===== config.mk =====
export PLATFORM = sky130hd
export DESIGN_NAME = bus_arbiter_n_flat
export DESIGN_NICKNAME = d
export VERILOG_FILES = /design/src/rtl/bus_arbiter_n_pkg.sv /design/src/rtl/bus_arbiter_n_if.sv /design/src/rtl/bus_arbiter_n_rr_pick.sv /design/src/rtl/bus_arbiter_n.sv /design/src/flat_wrapper.sv
export SDC_FILE = /design/constraint.sdc
export NUM_CORES = 1
export LEC_CHECK = 0
export ABC_AREA = 1
export CORE_ASPECT_RATIO = 0.7
export CORE_MARGIN = 3
export CORE_UTILIZATION = 25
export DETAILED_ROUTE_END_ITERATION = 16
export GPL_ROUTABILITY_DRIVEN = 0
export SYNTH_ARGS = -nofsm -noshare
export SYNTH_HDL_FRONTEND = slang
export SYNTH_SLANG_ARGS = --single-unit

===== constraint.sdc =====
create_clock -name clk -period 4.7 [get_ports clk]
set_input_delay 0.705 -clock clk [delete_from_list [all_inputs] [get_ports clk]]
set_output_delay 0.705 -clock clk [all_outputs]
set_load 0.05 [all_outputs]

===== src/rtl/bus_arbiter_n_pkg.sv =====
// Shared types, exception causes and helpers for the N-channel request/response arbiter.
package bus_arbiter_n_pkg;

    typedef enum logic [0:0] {
        ST_IDLE = 1'b0,
        ST_WAIT = 1'b1
    } state_e;

    localparam logic [4:0] EXC_INSN_FAULT  = 5'd1;
    localparam logic [4:0] EXC_LOAD_FAULT  = 5'd5;
    localparam logic [4:0] EXC_STORE_FAULT = 5'd7;

    localparam logic MODE_READ  = 1'b0;
    localparam logic MODE_WRITE = 1'b1;

    function automatic int idx_width(input int n);
        return (n > 32'sd1) ? $clog2(n) : 32'sd1;
    endfunction

    // Cause reported when the watchdog gives up on a transaction
    function automatic logic [4:0] fault_cause(input logic mode, input logic is_fetch);
        logic [4:0] cause;
        if (mode == MODE_WRITE) begin
            cause = EXC_STORE_FAULT;
        end else if (is_fetch) begin
            cause = EXC_INSN_FAULT;
        end else begin
            cause = EXC_LOAD_FAULT;
        end
        return cause;
    endfunction

endpackage


===== src/rtl/bus_arbiter_n_if.sv =====
// Upstream channel bundle plus the single downstream memory/MMU port of the arbiter.
interface bus_arbiter_n_if #(
    parameter int N_CH   = 2,
    parameter int ADDR_W = 32,
    parameter int DATA_W = 32
);
    localparam int STRB_W = DATA_W / 8;

    logic [N_CH-1:0]        up_req_enable;
    logic [N_CH-1:0]        up_req_mode;
    logic [N_CH*ADDR_W-1:0] up_req_addr;
    logic [N_CH*DATA_W-1:0] up_req_wdata;
    logic [N_CH*STRB_W-1:0] up_req_wstrb;
    logic [N_CH-1:0]        up_resp_enable;
    logic [DATA_W-1:0]      up_resp_data;
    logic [N_CH-1:0]        up_exc_enable;
    logic [4:0]             up_exc_vec;
    logic [31:0]            up_exc_tval;
    logic                   dn_req_enable;
    logic                   dn_req_mode;
    logic [ADDR_W-1:0]      dn_req_addr;
    logic [DATA_W-1:0]      dn_req_wdata;
    logic [STRB_W-1:0]      dn_req_wstrb;
    logic                   dn_resp_enable;
    logic [DATA_W-1:0]      dn_resp_data;
    logic                   dn_exc_enable;
    logic [4:0]             dn_exc_vec;
    logic [31:0]            dn_exc_tval;
    logic [N_CH-1:0]        proto_err;

    modport slave (
        input  up_req_enable, up_req_mode, up_req_addr, up_req_wdata, up_req_wstrb,
        output up_resp_enable, up_resp_data, up_exc_enable, up_exc_vec, up_exc_tval,
        output dn_req_enable, dn_req_mode, dn_req_addr, dn_req_wdata, dn_req_wstrb,
        input  dn_resp_enable, dn_resp_data, dn_exc_enable, dn_exc_vec, dn_exc_tval,
        output proto_err
    );

    modport master (
        output up_req_enable, up_req_mode, up_req_addr, up_req_wdata, up_req_wstrb,
        input  up_resp_enable, up_resp_data, up_exc_enable, up_exc_vec, up_exc_tval,
        input  dn_req_enable, dn_req_mode, dn_req_addr, dn_req_wdata, dn_req_wstrb,
        output dn_resp_enable, dn_resp_data, dn_exc_enable, dn_exc_vec, dn_exc_tval,
        input  proto_err
    );

endinterface


===== src/rtl/bus_arbiter_n_rr_pick.sv =====
// Combinational round-robin picker: first requester at or after the pointer, wrapping once.
module rr_pick
    import bus_arbiter_n_pkg::*;
#(
    parameter int N_CH  = 2,
    parameter int IDX_W = idx_width(N_CH)
) (
    input  logic [N_CH-1:0]  req,
    input  logic [IDX_W-1:0] ptr,
    output logic [N_CH-1:0]  grant,
    output logic [IDX_W-1:0] idx,
    output logic             valid
);

    logic [IDX_W-1:0] probe_s;

    // Walk the channels in priority order starting from the pointer
    always_comb begin
        grant   = '0;
        idx     = '0;
        valid   = 1'b0;
        probe_s = '0;
        for (int k = 0; k < N_CH; k++) begin
            probe_s = IDX_W'((int'(ptr) + k) % N_CH);
            if (!valid && req[probe_s]) begin
                valid          = 1'b1;
                idx            = probe_s;
                grant[probe_s] = 1'b1;
            end else begin
                valid = valid;
            end
        end
    end

endmodule


===== src/rtl/bus_arbiter_n.sv =====
// N-channel request/response arbiter: per-channel pending slots, round-robin issue, one transaction
// outstanding, response/exception routing to the owner and an optional watchdog fault.
module bus_arbiter_n
    import bus_arbiter_n_pkg::*;
#(
    parameter int N_CH    = 2,
    parameter int ADDR_W  = 32,
    parameter int DATA_W  = 32,
    parameter int TIMEOUT = 0
) (
    input  logic           clk,
    input  logic           rst,
    bus_arbiter_n_if.slave bus
);

    localparam int               STRB_W  = DATA_W / 8;
    localparam int               IDX_W   = idx_width(N_CH);
    localparam int               WD_W    = idx_width(TIMEOUT + 32'sd1);
    localparam bit               WD_ON   = (TIMEOUT > 32'sd0);
    localparam logic [WD_W-1:0]  WD_END  = WD_W'(WD_ON ? TIMEOUT - 32'sd1 : 32'sd0);
    localparam logic [IDX_W-1:0] LAST_CH = IDX_W'(N_CH - 32'sd1);

    state_e            state_r, state_next_s;
    logic [N_CH-1:0]   slot_valid_r, slot_mode_r, proto_err_r;
    logic [ADDR_W-1:0] slot_addr_r  [N_CH];
    logic [DATA_W-1:0] slot_wdata_r [N_CH];
    logic [STRB_W-1:0] slot_wstrb_r [N_CH];

    logic [N_CH-1:0]   cand_s, grant_oh_s, owner_oh_s;
    logic [IDX_W-1:0]  grant_idx_s, rr_ptr_r, owner_r;
    logic              grant_valid_s;
    logic              sel_mode_s;
    logic [ADDR_W-1:0] sel_addr_s;
    logic [DATA_W-1:0] sel_wdata_s;
    logic [STRB_W-1:0] sel_wstrb_s;
    logic              issue_s, resp_done_s, exc_done_s, wd_done_s, wd_expire_s;
    logic [WD_W-1:0]   wd_r;

    logic              dn_req_enable_r, dn_req_mode_r;
    logic [ADDR_W-1:0] dn_req_addr_r;
    logic [DATA_W-1:0] dn_req_wdata_r;
    logic [STRB_W-1:0] dn_req_wstrb_r;
    logic [N_CH-1:0]   up_resp_enable_r, up_exc_enable_r;
    logic [DATA_W-1:0] up_resp_data_r;
    logic [4:0]        up_exc_vec_r;
    logic [31:0]       up_exc_tval_r;

    // A same-cycle pulse competes alongside stored requests
    assign cand_s      = slot_valid_r | bus.up_req_enable;
    assign wd_expire_s = WD_ON && (wd_r == WD_END);

    rr_pick #(.N_CH(N_CH), .IDX_W(IDX_W)) u_pick (
        .req   (cand_s),
        .ptr   (rr_ptr_r),
        .grant (grant_oh_s),
        .idx   (grant_idx_s),
        .valid (grant_valid_s)
    );

    // Winner's fields: a stored request is older than any pulse on the same channel
    always_comb begin
        if (slot_valid_r[grant_idx_s]) begin
            sel_mode_s  = slot_mode_r[grant_idx_s];
            sel_addr_s  = slot_addr_r[grant_idx_s];
            sel_wdata_s = slot_wdata_r[grant_idx_s];
            sel_wstrb_s = slot_wstrb_r[grant_idx_s];
        end else begin
            sel_mode_s  = bus.up_req_mode[grant_idx_s];
            sel_addr_s  = bus.up_req_addr[grant_idx_s*ADDR_W +: ADDR_W];
            sel_wdata_s = bus.up_req_wdata[grant_idx_s*DATA_W +: DATA_W];
            sel_wstrb_s = bus.up_req_wstrb[grant_idx_s*STRB_W +: STRB_W];
        end
    end

    // Owner index as a one-hot routing mask
    always_comb begin
        owner_oh_s          = '0;
        owner_oh_s[owner_r] = 1'b1;
    end

    // FSM state register
    always_ff @(posedge clk) begin
        if (rst) begin
            state_r <= ST_IDLE;
        end else begin
            state_r <= state_next_s;
        end
    end

    // FSM next-state logic
    always_comb begin
        state_next_s = state_r;
        case (state_r)
            ST_IDLE: begin
                if (grant_valid_s) state_next_s = ST_WAIT;
                else               state_next_s = ST_IDLE;
            end
            ST_WAIT: begin
                if (exc_done_s || resp_done_s || wd_done_s) state_next_s = ST_IDLE;
                else                                        state_next_s = ST_WAIT;
            end
            default: state_next_s = ST_IDLE;
        endcase
    end

    // FSM outputs; exception beats response, and either beats the watchdog
    always_comb begin
        issue_s     = 1'b0;
        resp_done_s = 1'b0;
        exc_done_s  = 1'b0;
        wd_done_s   = 1'b0;
        case (state_r)
            ST_IDLE: issue_s = grant_valid_s;
            ST_WAIT: begin
                if (bus.dn_exc_enable)       exc_done_s  = 1'b1;
                else if (bus.dn_resp_enable) resp_done_s = 1'b1;
                else if (wd_expire_s)        wd_done_s   = 1'b1;
                else                         wd_done_s   = 1'b0;
            end
            default: issue_s = 1'b0;
        endcase
    end

    // Pending slots: a granted channel is cleared (stored entry issued or pulse bypassed)
    always_ff @(posedge clk) begin
        if (rst) begin
            slot_valid_r <= '0;
            slot_mode_r  <= '0;
            proto_err_r  <= '0;
            for (int i = 0; i < N_CH; i++) begin
                slot_addr_r[i]  <= '0;
                slot_wdata_r[i] <= '0;
                slot_wstrb_r[i] <= '0;
            end
        end else begin
            for (int i = 0; i < N_CH; i++) begin
                if (issue_s && grant_oh_s[i]) begin
                    slot_valid_r[i] <= 1'b0;
                end else if (bus.up_req_enable[i] && !slot_valid_r[i]) begin
                    slot_valid_r[i] <= 1'b1;
                    slot_mode_r[i]  <= bus.up_req_mode[i];
                    slot_addr_r[i]  <= bus.up_req_addr[i*ADDR_W +: ADDR_W];
                    slot_wdata_r[i] <= bus.up_req_wdata[i*DATA_W +: DATA_W];
                    slot_wstrb_r[i] <= bus.up_req_wstrb[i*STRB_W +: STRB_W];
                end else begin
                    slot_valid_r[i] <= slot_valid_r[i];
                end
                if (bus.up_req_enable[i] && slot_valid_r[i]) begin
                    proto_err_r[i] <= 1'b1;
                end else begin
                    proto_err_r[i] <= proto_err_r[i];
                end
            end
        end
    end

    // Downstream issue, watchdog and upstream completion registers
    always_ff @(posedge clk) begin
        if (rst) begin
            dn_req_enable_r  <= 1'b0;
            dn_req_mode_r    <= MODE_READ;
            dn_req_addr_r    <= '0;
            dn_req_wdata_r   <= '0;
            dn_req_wstrb_r   <= '0;
            owner_r          <= '0;
            rr_ptr_r         <= '0;
            wd_r             <= '0;
            up_resp_enable_r <= '0;
            up_resp_data_r   <= '0;
            up_exc_enable_r  <= '0;
            up_exc_vec_r     <= 5'd0;
            up_exc_tval_r    <= 32'd0;
        end else begin
            dn_req_enable_r  <= issue_s;
            up_resp_enable_r <= '0;
            up_exc_enable_r  <= '0;
            if (issue_s) begin
                dn_req_mode_r  <= sel_mode_s;
                dn_req_addr_r  <= sel_addr_s;
                dn_req_wdata_r <= sel_wdata_s;
                dn_req_wstrb_r <= sel_wstrb_s;
                owner_r        <= grant_idx_s;
                rr_ptr_r       <= (grant_idx_s == LAST_CH) ? '0 : grant_idx_s + 1'b1;
                wd_r           <= '0;
            end else if (state_r == ST_WAIT) begin
                wd_r <= wd_r + 1'b1;
            end else begin
                wd_r <= wd_r;
            end
            if (resp_done_s) begin
                up_resp_enable_r <= owner_oh_s;
                up_resp_data_r   <= bus.dn_resp_data;
            end else begin
                up_resp_data_r <= up_resp_data_r;
            end
            if (exc_done_s) begin
                up_exc_enable_r <= owner_oh_s;
                up_exc_vec_r    <= bus.dn_exc_vec;
                up_exc_tval_r   <= bus.dn_exc_tval;
            end else if (wd_done_s) begin
                up_exc_enable_r <= owner_oh_s;
                up_exc_vec_r    <= fault_cause(dn_req_mode_r, owner_r == '0);
                up_exc_tval_r   <= 32'(dn_req_addr_r);
            end else begin
                up_exc_vec_r <= up_exc_vec_r;
            end
        end
    end

    assign bus.dn_req_enable  = dn_req_enable_r;
    assign bus.dn_req_mode    = dn_req_mode_r;
    assign bus.dn_req_addr    = dn_req_addr_r;
    assign bus.dn_req_wdata   = dn_req_wdata_r;
    assign bus.dn_req_wstrb   = dn_req_wstrb_r;
    assign bus.up_resp_enable = up_resp_enable_r;
    assign bus.up_resp_data   = up_resp_data_r;
    assign bus.up_exc_enable  = up_exc_enable_r;
    assign bus.up_exc_vec     = up_exc_vec_r;
    assign bus.up_exc_tval    = up_exc_tval_r;
    assign bus.proto_err      = proto_err_r;

endmodule


===== src/flat_wrapper.sv =====
// flat-port wrapper written by rule: the top's interface ports become plain ports
module bus_arbiter_n_flat import bus_arbiter_n_pkg::*;
#(
    parameter int N_CH    = 2,
    parameter int ADDR_W  = 32,
    parameter int DATA_W  = 32,
    parameter int TIMEOUT = 0
)
  (clk, rst, bus_up_req_enable, bus_up_req_mode, bus_up_req_addr, bus_up_req_wdata, bus_up_req_wstrb, bus_up_resp_enable, bus_up_resp_data, bus_up_exc_enable, bus_up_exc_vec, bus_up_exc_tval, bus_dn_req_enable, bus_dn_req_mode, bus_dn_req_addr, bus_dn_req_wdata, bus_dn_req_wstrb, bus_dn_resp_enable, bus_dn_resp_data, bus_dn_exc_enable, bus_dn_exc_vec, bus_dn_exc_tval, bus_proto_err);
  bus_arbiter_n_if #(.N_CH(N_CH), .ADDR_W(ADDR_W), .DATA_W(DATA_W)) bus_i ();
  input  logic clk;
  input  logic rst;
  input wire logic [$bits(bus_i.up_req_enable)-1:0] bus_up_req_enable;
  input wire logic [$bits(bus_i.up_req_mode)-1:0] bus_up_req_mode;
  input wire logic [$bits(bus_i.up_req_addr)-1:0] bus_up_req_addr;
  input wire logic [$bits(bus_i.up_req_wdata)-1:0] bus_up_req_wdata;
  input wire logic [$bits(bus_i.up_req_wstrb)-1:0] bus_up_req_wstrb;
  output wire logic [$bits(bus_i.up_resp_enable)-1:0] bus_up_resp_enable;
  output wire logic [$bits(bus_i.up_resp_data)-1:0] bus_up_resp_data;
  output wire logic [$bits(bus_i.up_exc_enable)-1:0] bus_up_exc_enable;
  output wire logic [$bits(bus_i.up_exc_vec)-1:0] bus_up_exc_vec;
  output wire logic [$bits(bus_i.up_exc_tval)-1:0] bus_up_exc_tval;
  output wire logic [$bits(bus_i.dn_req_enable)-1:0] bus_dn_req_enable;
  output wire logic [$bits(bus_i.dn_req_mode)-1:0] bus_dn_req_mode;
  output wire logic [$bits(bus_i.dn_req_addr)-1:0] bus_dn_req_addr;
  output wire logic [$bits(bus_i.dn_req_wdata)-1:0] bus_dn_req_wdata;
  output wire logic [$bits(bus_i.dn_req_wstrb)-1:0] bus_dn_req_wstrb;
  input wire logic [$bits(bus_i.dn_resp_enable)-1:0] bus_dn_resp_enable;
  input wire logic [$bits(bus_i.dn_resp_data)-1:0] bus_dn_resp_data;
  input wire logic [$bits(bus_i.dn_exc_enable)-1:0] bus_dn_exc_enable;
  input wire logic [$bits(bus_i.dn_exc_vec)-1:0] bus_dn_exc_vec;
  input wire logic [$bits(bus_i.dn_exc_tval)-1:0] bus_dn_exc_tval;
  output wire logic [$bits(bus_i.proto_err)-1:0] bus_proto_err;
  assign bus_i.up_req_enable = bus_up_req_enable;
  assign bus_i.up_req_mode = bus_up_req_mode;
  assign bus_i.up_req_addr = bus_up_req_addr;
  assign bus_i.up_req_wdata = bus_up_req_wdata;
  assign bus_i.up_req_wstrb = bus_up_req_wstrb;
  assign bus_up_resp_enable = bus_i.up_resp_enable;
  assign bus_up_resp_data = bus_i.up_resp_data;
  assign bus_up_exc_enable = bus_i.up_exc_enable;
  assign bus_up_exc_vec = bus_i.up_exc_vec;
  assign bus_up_exc_tval = bus_i.up_exc_tval;
  assign bus_dn_req_enable = bus_i.dn_req_enable;
  assign bus_dn_req_mode = bus_i.dn_req_mode;
  assign bus_dn_req_addr = bus_i.dn_req_addr;
  assign bus_dn_req_wdata = bus_i.dn_req_wdata;
  assign bus_dn_req_wstrb = bus_i.dn_req_wstrb;
  assign bus_i.dn_resp_enable = bus_dn_resp_enable;
  assign bus_i.dn_resp_data = bus_dn_resp_data;
  assign bus_i.dn_exc_enable = bus_dn_exc_enable;
  assign bus_i.dn_exc_vec = bus_dn_exc_vec;
  assign bus_i.dn_exc_tval = bus_dn_exc_tval;
  assign bus_proto_err = bus_i.proto_err;
  bus_arbiter_n #(.N_CH(N_CH), .ADDR_W(ADDR_W), .DATA_W(DATA_W), .TIMEOUT(TIMEOUT)) u_core (.clk(clk), .rst(rst), .bus(bus_i));
endmodule

[Word level (Yosys, flattened, before mapping)]
Memory sizes are Yosys's and may differ from the RTL's.
Cells that the tools add are included.
Word-level totals
  RAM bits: 136
  input bits: 213
  memories: 3
  output and inout bits: 145
  register bits: 152
  word-level logic and storage cells: 121
Operators by class
  reduce and logical (&&, ||, !) cells: 20
  mux-type cells: 54
  $add $sub $neg: 2
  shifts and indexed selects: 3
  bitwise operators: 13
  magnitude comparators: 7
Memories
  u_core.slot_addr_r: depth 2, bits a word 32, rd ports 1, clocked after Yosys merged registers in 0, write ports 2, RTL line bus_arbiter_n.sv:25  | logic [ADDR_W-1:0] slot_addr_r [N_CH];
  u_core.slot_wdata_r: depth 2, bits a word 32, rd ports 1, clocked after Yosys merged registers in 0, write ports 2, RTL line bus_arbiter_n.sv:26  | logic [DATA_W-1:0] slot_wdata_r [N_CH];
  u_core.slot_wstrb_r: depth 2, bits a word 4, rd ports 1, clocked after Yosys merged registers in 0, write ports 2, RTL line bus_arbiter_n.sv:27  | logic [STRB_W-1:0] slot_wstrb_r [N_CH];
Operators with widths (count)
  $mux W32: 7
  $shiftx A64 B7 Y32: 2
  $mux W1: 37
  $mux W4: 3
  $logic_and A1 B1 Y1: 10
  $lt A1 B2 Y1 const B: 4
  $reduce_or A2 Y1: 4
  $shiftx A8 B4 Y4: 1
  $or A1 B1 Y1: 6
  $mux W5: 1
  $not A1 Y1: 5
  $mux W2: 2
  $or A2 B2 Y2: 2
  $reduce_and A2 Y1: 2
  $demux W1 S1: 3
  $ge A1 B1 Y1 const B: 3
  $logic_not A1 Y1: 3
  $add A1 B1 Y1 const B: 2
  $pmux W1 S2: 1
  $logic_or A1 B1 Y1: 1

[Longest topological paths before layout]
  depth after elaboration: 13
  gate-level depth with buffers: 11
  depth with buffers taken out: 9

[Modules after synthesis]
From an unflattened synthesis, not the netlist that was laid out.
Second synthesis, totals
  cells, all modules: 1641
  area total of the unflattened synthesis: 13402.9 um^2
Modules (own cells, without submodules)
  bus_arbiter_n: area each 13372.8 um^2, instances 1, cells each 1634, sequential area each 7126.8 um^2
  rr_pick: area each 30.0 um^2, instances 1, cells each 7, sequential area each 0.0 um^2

[Worst setup path before layout]
No wires, ideal clock.
  path kind: input port to flip-flop
  from: input port rst
  to: memory u_core.slot_addr_r[0][0], enable pin
  stages: 5
  buffers on the path: 3
  data required time: 3.982 ns
  slack: 1.381 ns
  arrival: 2.600 ns
  library setup time: 0.718 ns
  path through: clkbuf_1 inv_1 clkbuf_1 buf_2 nand2_1
RTL lines
  start: declaration: RTL line flat_wrapper.sv:12  | input logic rst;
  end: declaration: RTL line bus_arbiter_n.sv:25

[Worst setup path after layout]
  from: input port bus_up_req_enable[0]
  to: register u_core.dn_req_wdata_r[11], in the netlist u_core.bus.dn_req_wdata[11]
On the way
  cells in the longest elaborated chain, start to end: 10
  elaborated cells between the ends (all ways): 17
  classes of those cells: shift: 1; mux: 12; bitwise: 1; reduce/logical: 2; memory: 1
Ends and longest elaborated chain
  start: declaration: RTL line flat_wrapper.sv:13  | input wire logic [$bits(bus_i.up_req_enable)-1:0] bus_up_req_enable;
  $or A2 B2 Y2 *: RTL line bus_arbiter_n.sv:49  | assign cand_s = slot_valid_r | bus.up_req_enable;
  parallel branches: the longest is 9 deep, another holds $shiftx A64 B7 Y32
  end signal: assignment: RTL line bus_arbiter_n.sv:180  | dn_req_wdata_r <= sel_wdata_s;
  end: declaration: RTL line bus_arbiter_n.sv:41  | logic [DATA_W-1:0] dn_req_wdata_r;
Every way passes the cells marked *. The select of a mux whose other input is x is not followed.
A chain may end at the register's enable or synchronous reset.

==> qor.yml <==
clockRootBuffer: "clkbuf_16"
grt_pass1_wl_um: 68200
cts_max_level: 1
synth_fp_nets: 1654
cts_hold_buf: 0
yosys_warnings: 0
relSlewSlack_pct: 30.5
irDropWorstVdd_uv: 211
clk_pin_slew_ns: 0.06
start_util_pct: 25.6
p_clk_share_pct: 32.9
rsz0062_at_grt: "no"
drive_above_1_share_pct: 5.05
cap_violations: 0
worst-path-buf-inv: 4
hold_violations: 0
ant_nets: 0
wl_um: 44600
clock_insertion_delay_worst_skew_ns: 0.57
vias: 11600
finalPower_mw: 7.46
holdCritPathClass: "reg2reg"
die_x_um: 276
ioPinCount: 358
grt_usage_pct: 16.0
fmax_ghz: 0.365
post-route-period-util_pct: 58.3
grt_pass1_vias: 11200
slowest_stage: "clkdlybuf4s50_1"
dp_hpwl_um: 27700
core-area_um2: 49800
p_switching_mw: 2.45
overflow: 0
finalCriticalPeriod_ns: 2.74
cts.path.max_buffers: 3
cts_setup_buffers: 0
vias_per_cell: 4.81
worstPathRequired_ns: 5.13
startpoint_type: "input port"
report.final.slew_viol_count: 0
path_cells: "clkdlybuf4s50_1 > inv_2 > nand2_1 > nand2_4 > nand2_1 > nand2_4 > inv_2 > buf_12 > nand3_1 > nand3_1 > a21oi_1"
crit_arrival_ns: 3.17
wl_per_cell_um: 18.5
port_buffers: 357
ctsResizeCount: 0
cp_top_family: "buffers and inverters"
synth_cell_types: 24
rows: 68
final_area_um2: 17800
cp_max_fo: 43
powerDensity_nw_per_um2: 419
fp.dieH_um: 195
syn-cell-area_um2: 12700
cts_inserted_buffers: 31
finalSetupViolations: 0
cts_tree: "yes"
syn_to_final_growth_pct: 40.1
grt_antenna_before_repair: 4
dpl-instance-area_um2: 16800
dr.pass1.iters: 6
worstSetupPathType: "in2reg"
grt_max_degree: 139
synth.ff_latch_count: 288
cell_internal_pwr_mw: 5.01
worst_pin_slew_ns: 1.04
cts.sinks: 288
critPathMaxStageDelay_ns: 0.65
combinationalPowerShare_pct: 26.2
seqPwrFrac_pct: 40.9
netSwitchingFraction_pct: 32.9
drc_errors: 0
postSynthCellCount: 1441
setup-tns-final_ns: 0
layout.nets: 1933
diodes: 0
status: "finished, final reports clean"
fp.dieArea_um2: 53700
avgSynthCellArea_um2: 8.83
p_leak_nw: 6.50
drt_iter0_markers: 891
yosysSeqAreaShare_pct: 56.0
cp-end-kind: "flop"
finalClockSkew_ns: 0.00893
## logic make-up after synthesis
family,count (synthesis),share of synthesized area [%]
simple gates,727,25.2
flops,288,56.0
compound gates,284,13.9
buf+inv,142,4.86
## metal layers
layer / up-vias / routed length (µm) / GRT usage (%)
met5: - / 32 / 0
met4: 6 / 1090 / 3.65
met3: 70 / 2950 / 3.12
met2: 359 / 21000 / 26.1
met1: 5571 / 19500 / 21.9
li1: 5573 / - / -
## path summary, 6_finish.rpt
kind                            slack, ns                                       end                                      from  cells past startpoint
worst max-delay path                 1.96  u_core.bus.dn_req_wdata[11]$_SDFFE_PP0P_                      bus_up_req_enable[0]                     11
worst min register to register       0.46  u_core.bus.dn_req_wdata[17]$_SDFFE_PP0P_  u_core.bus.dn_req_wdata[17]$_SDFFE_PP0P_                      2
worst max register to register       2.26  u_core.bus.dn_req_wdata[11]$_SDFFE_PP0P_       u_core.slot_valid_r[1]$_SDFFE_PP0P_                      7
worst min-delay path                 0.46  u_core.bus.dn_req_wdata[17]$_SDFFE_PP0P_  u_core.bus.dn_req_wdata[17]$_SDFFE_PP0P_                      2
## registers in the layout, indices dropped and copies added (netlist names), 4 cells and up
signal                   flops
u_core.bus.up_exc_vec        5
u_core.bus.up_exc_tval      32
u_core.bus.dn_req_addr      32
u_core.bus.dn_req_wstrb      4
u_core.slot_addr_r          64
u_core.bus.dn_req_wdata     32
u_core.bus.up_resp_data     32
u_core.slot_wstrb_r          8
u_core.slot_wdata_r         64
## power groups by stage
stage | logic, mW | clock network (mW) | registers (mW)
CTS | 1.97 | 2.54 | 3.06
global route | 2.11 | 2.63 | 3.08
finish | 1.96 | 2.46 | 3.05
floorplan | 0.762 | 0 | 3.55
global placement | 1.95 | 0 | 3.10
detailed placement | 1.97 | 0 | 3.11
## cells in the final DEF, fill, tap and decap left out, types with 2 or more instances in the layout
cell and instances:
clkbuf_16 31, nor3_1 4, nand3_1 348, inv_2 4
clkdlybuf4s50_1 356, nand2_4 6, clkbuf_8 2, clkinvlp_4 2
inv_1 4, a21boi_0 125, clkinv_2 9, clkinv_1 5
nand2_2 2, clkbuf_1 5, a21boi_1 11, a21oi_1 77
o21ai_0 70, buf_4 15, nor2_1 143, nor2_2 3
dfxtp_1 152, buf_12 6, nand2_1 218, edfxtp_1 136
bufinv_16 3
## Yosys cell counts, drive strengths merged
cell type  count  area share [%]
inv           11            0.32
nand2        226             6.7
a21boi       136             8.0
nand4          2            0.22
nor2         146             4.4
clkbuf        69             2.0
buf           62             2.5
a21oi         78             3.2
edfxtp       136              32
nand3b         1           0.059
dfxtp        152              24
o21ai         70             2.8
nor3           4            0.16
nand3        348              14
## cell type report
class,count,area [µm²]
repair buffers,377,3800
well taps,665,832
clock buffers,38,822
fillers,5051,31900
clock inverters,19,178
multi-input cells,1011,5020
flip-flops and latches,288,7130
inverters,11,45.0
## worst min-delay path, delay by kind of cell (launching register included)
family	cells	cell delay [ns]
AND/OR/NAND/NOR	1	0.06
flip-flops	1	0.31
AO/OA/AOI/OAI	1	0.05
## through the flow
stage | util (%) | std cells | worst slack, ns | hold slack [ns]
2_1_floorplan | - | 1441 | 1.38 | 0.440
3_3_place_gp | 33.8 | 2352 | 1.41 | 0.453
3_5_place_dp | 33.8 | 2352 | 1.35 | 0.457
4_1_cts | 35.8 | 2409 | 1.98 | 0.467
5_1_grt | 35.8 | 2409 | 1.80 | 0.476
6_report | 35.8 | 2409 | 1.96 | 0.464
(Power assumes the default switching activity.)
